File: src/rtl/ctr_drbg_update_engine.sv
// ctr_drbg_update_engine: CTR_DRBG Update (Key, V refresh) driving a shared 128-bit block cipher over req/ack.
module ctr_drbg_update_engine #(
  parameter int KEYLEN = 256,
  parameter int CTR_LEN = 128
) (
  input  logic                clk,
  input  logic                rst,
  input  logic                start,
  input  logic [KEYLEN+127:0] provided_data,
  input  logic [KEYLEN-1:0]   key_in,
  input  logic [127:0]        v_in,
  output logic                busy,
  output logic                done,
  output logic [KEYLEN-1:0]   key_out,
  output logic [127:0]        v_out,
  output logic                aes_req,
  output logic [KEYLEN-1:0]   aes_key,
  output logic [127:0]        aes_block,
  input  logic                aes_ack,
  input  logic [127:0]        aes_result
);
  localparam int SEEDLEN = KEYLEN + 128;
  localparam int NBLK = SEEDLEN / 128;
  localparam logic [127:0] CTR_MASK = {128{1'b1}} >> (128 - CTR_LEN);
  typedef enum logic [1:0] {IDLE, INC, REQ, FIN} state_t;
  state_t state;
  logic [1:0] blk;
  logic [SEEDLEN-1:0] temp, data, t;
  logic [127:0] v_inc;
  // the carry out of the counter field is masked off, so bits above CTR_LEN never move
  always_comb begin
    v_inc = (aes_block & ~CTR_MASK) | ((aes_block + 128'd1) & CTR_MASK);
    t = temp ^ data;
  end
  always_ff @(posedge clk or posedge rst) begin
    if (rst) begin
      state <= IDLE;
      busy <= 1'b0;
      done <= 1'b0;
      aes_req <= 1'b0;
      key_out <= '0;
      v_out <= '0;
      aes_key <= '0;
      aes_block <= '0;
      temp <= '0;
      data <= '0;
      blk <= '0;
    end else begin
      done <= 1'b0;
      case (state)
        IDLE: if (start && !done) begin
          aes_key <= key_in;
          aes_block <= v_in;
          data <= provided_data;
          temp <= '0;
          blk <= '0;
          busy <= 1'b1;
          state <= INC;
        end
        INC: begin
          aes_block <= v_inc;
          aes_req <= 1'b1;
          state <= REQ;
        end
        // blocks shift in from the bottom so the first ciphertext ends up most significant
        REQ: if (aes_ack) begin
          temp <= {temp[SEEDLEN-129:0], aes_result};
          aes_req <= 1'b0;
          blk <= blk + 2'd1;
          state <= (blk == 2'(NBLK - 1)) ? FIN : INC;
        end
        FIN: begin
          key_out <= t[SEEDLEN-1 -: KEYLEN];
          v_out <= t[127:0];
          done <= 1'b1;
          busy <= 1'b0;
          state <= IDLE;
        end
        default: state <= IDLE;
      endcase
    end
  end
endmodule

File: config.mk
export PLATFORM = sky130hd
export DESIGN_NAME = ctr_drbg_update_engine
export DESIGN_NICKNAME = d
export VERILOG_FILES = /design/src/rtl/ctr_drbg_update_engine.sv
export SDC_FILE = /design/constraint.sdc
export NUM_CORES = 2
export LEC_CHECK = 0
export ABC_AREA = 0
export CELL_PAD_IN_SITES_DETAIL_PLACEMENT = 0
export CELL_PAD_IN_SITES_GLOBAL_PLACEMENT = 1
export CORE_AREA = 2 2 658 660
export CTS_BUF_LIST = sky130_fd_sc_hd__clkbuf_16
export DETAILED_ROUTE_END_ITERATION = 6
export DIE_AREA = 0 0 660 662
export PLACE_DENSITY = 0.42
export SLEW_MARGIN = 20
export SYNTH_ARGS = -nofsm -noshare
export SYNTH_HDL_FRONTEND = slang
export SYNTH_SLANG_ARGS = --single-unit
File: constraint.sdc
create_clock -name clk -period 97.9 [get_ports clk]
set_input_delay 14.685 -clock clk [delete_from_list [all_inputs] [get_ports clk]]
set_output_delay 14.685 -clock clk [all_outputs]
set_load 0.02 [all_outputs]
==> metrics.cfg <==
[global_routing]
grt.overflow.total = 0
antenna_found_initial = 184
first_global_vias = 55310
grt_first_pass_wirelength_mm = 486.3
grt_max_degree = 167
grtUsageTotal_pct = 15.92

[synthesis]
synth_area_leader_cell = dfrtp_1
synth_top_family_by_area = simple AND/OR/NAND/NOR gates
seq_area_frac_synth_pct = 61.59
synth_seq_cells = 1543
avgSynthCellArea_um2 = 9.917
syn-num-nets = 7224
synth_compound_area_share_pct = 10.71
synth_fa_ha_area_share_pct = 0.03991
synthTopCellsByCount = 2092 x nand2_1, 1543 x dfrtp_1, 492 x nor2_1
netlist_top_cells_area = dfrtp_1 62%, nand2_1 13%, a22o_1 5.4%
synthDistinctLibCells = 67
synth_top_area_share_pct = 61.59
synthSimpleGateAreaFrac_pct = 19.65
syn_area_um2 = 62700
synth_edf_count = 0
synth_cells = 6322
synthMuxAreaShare_pct = 0.2175
synth_xor_area_share_pct = 5.406
synth-main-ff-cell = dfrtp_1
synth.most_common_cell = nand2_1
synth-async-reset-ratio_pct = 100.0
ys_warn_count = 0

[timing]
tightestPinTransition_ps = 1088
setup_viol = 0
rsz0062_at_grt = false
fin_crit_ps = 19410
slew_headroom_pct = 26.82
fin_skew_ps = 53.13
post-route-period-util_pct = 19.83
max_freq_mhz = 51.52
final.setup.tns_ps = 0
drv_slew = 0
finalWorstSetupSlack_ps = 78490
hold_violations = 0

[floorplanning]
die_h_um = 662
ioPinCount = 1671
initial_core_util_pct = 14.59
rows = 241
die_area_um2 = 436900
core-area_um2 = 429700
die_x_um = 660

[routing]
ant_nets = 0
drc = 0
num_vias = 54140
route.detailed.vias_per_inst = 3.921
wl_per_cell_um = 26.13
drtPass1Iterations = 5
drt_iter0_drc = 3692
totalWireLength_mm = 360.8

[setup_path]
cp-end-kind = flip-flop
rrSetupSlack_ps = 92070
timing.rr.end = aes_key[114]
slowest_delay_ps = 820
cp.arrival_ps = 20240
r2r_cells = 9
rr_startpoint = state[0]
required_ps = 98730
path_max_fanout = 74
crit_path_start_kind = input pin
cpMaxStageDelayCell = buf_4
cpMostUsedCell = buf_4
cp_cell_sequence = clkdlybuf4s50_1 > nor4b_2 > buf_4 > buf_4 > buf_4 > buf_4 > buf_4 > buf_4 > nand2_1 > nand2_1
crit_type = in -> reg

[power]
net-switching-power_mw = 1.435
p_clk_share_pct = 22.4
powerDensity_nw_per_um2 = 35.99
seq_power_share_pct = 36.1
leakage_nw = 39.47
ir_drop_v = 0.00001522
p_int_mw = 1.893
p_sw_share_pct = 43.12
p_comb_share_pct = 41.5

[finish]
area_growth_pct = 47.50
drive_gt1_share_pct = 4.944
num-nets-final = 8815

[min_path]
worstHoldPathCells = 2
hold_path.class = reg -> reg
hold_path_end = aes_key[180]
hp-start = aes_key[180]

[placed_design]
globalplace.congestion = 0.8508
dp_slack_ps = 77560
dp_hpwl_mm = 276.9
io_buffers = 1670

[clocking]
root_buffer = clkbuf_16
h-tree-depth = 4
cts_resized = 0
cts_tree = done
cts_made_buffers = 205
postCtsSetupBuffers = 0
cts_hold_buf = 0
cts_max_path_buffers = 4
cts_num_sinks = 1543
path_clk_slew_ps = 60
clk_latency_ps = 920

[flow_run]
drv_cap = 0

[status]
status = finished clean

[worst max-delay path by stage]
stage	start	to	slack, ps	cells after the start
after global placement	start	data[15]	77630	10
after floorplan	rst	aes_block[0]	39680	1
final	start	aes_key[114]	78490	10
after global routing	start	aes_key[114]	78220	10
after CTS	start	aes_key[114]	78590	10
after detailed placement	start	aes_key[114]	77560	10
[power by group through the flow]
stage          registers [mW]  clock network (mW)  logic [mW]
2_1_floorplan            1.29                   0       0.531
5_1_grt                  1.24               0.801        1.49
3_3_place_gp             1.21                   0        1.40
4_1_cts                  1.21               0.779        1.41
3_5_place_dp             1.21                   0        1.41
6_report                 1.20               0.746        1.38
[critical path: cells and delay by family]
| family | cells | cell delay (ps) |
|---|---|---|
| buffers and inverters | 7 | 4560 |
| and+or+nand+nor | 3 | 600 |
[flip-flops by register name (all words and copies together) (netlist names)]
signal and cells:
v_out 128, temp 384, aes_req 1, state 2, key_out 256, blk 2
aes_key 256, busy 1, aes_block 128, data 384, done 1
[cells by family after synthesis]
logic type,after synthesis
simple gates,3016
buf+inv,397
mux,13
xor+xnor,387
compound gates,964
fa+ha+maj,2
flops,1543
[routing by layer]
layer  vias up  GRT usage (%)  part of all wire (%)
met4        40          4.960                   3.4
met2      1899          29.17                    52
met1     27180          18.05                    38
met3       640          3.861                   6.4
met5         -              0                 0.065
li1      24390              -                     -
[layout by cell type, fill, tap and decap left out, types with 15 or more instances in the layout]
| cell | n |
|---|---|
| clkdlybuf4s50_1 | 1670 |
| bufinv_16 | 15 |
| nor4_1 | 48 |
| nand4_1 | 75 |
| nor3_1 | 63 |
| or4_1 | 15 |
| or3_1 | 19 |
| nand2_1 | 2092 |
| clkinv_2 | 23 |
| nand3_1 | 114 |
| o211ai_1 | 51 |
| and3_1 | 27 |
| nor2_1 | 489 |
| o21ai_0 | 24 |
| a22o_1 | 385 |
| a21oi_1 | 400 |
| clkinv_1 | 42 |
| buf_4 | 80 |
| o311ai_0 | 18 |
| inv_1 | 76 |
| o22ai_1 | 15 |
| xnor2_1 | 385 |
| diode_2 | 27 |
| clkbuf_16 | 206 |
| dfrtp_1 | 1543 |
[stage by stage]
stage	power (mW)	util [%]	area [µm²]	std cells	hold WS, ps
after global placement	2.613	19.99	85910	13410	458.0
final	3.328	21.52	92480	13810	471.4
after floorplan	1.825	-	62700	6322	453.8
after detailed placement	2.621	19.99	85910	13410	462.0
after CTS	3.400	21.49	92350	13780	477.5
after global routing	3.534	21.52	92450	13800	487.1
[cell type report]
type,count,area [µm²]
fillers,46950,337200
well taps,5710,7144
clock inverters,159,1286
inverters,22,90.09
diodes,27,67.56
repair buffers,1759,17490
flip-flops and latches,1543,38610
clock buffers,206,5155
multi-input cells,4382,22640
Note: power is estimated with default switching activity, not from simulation.
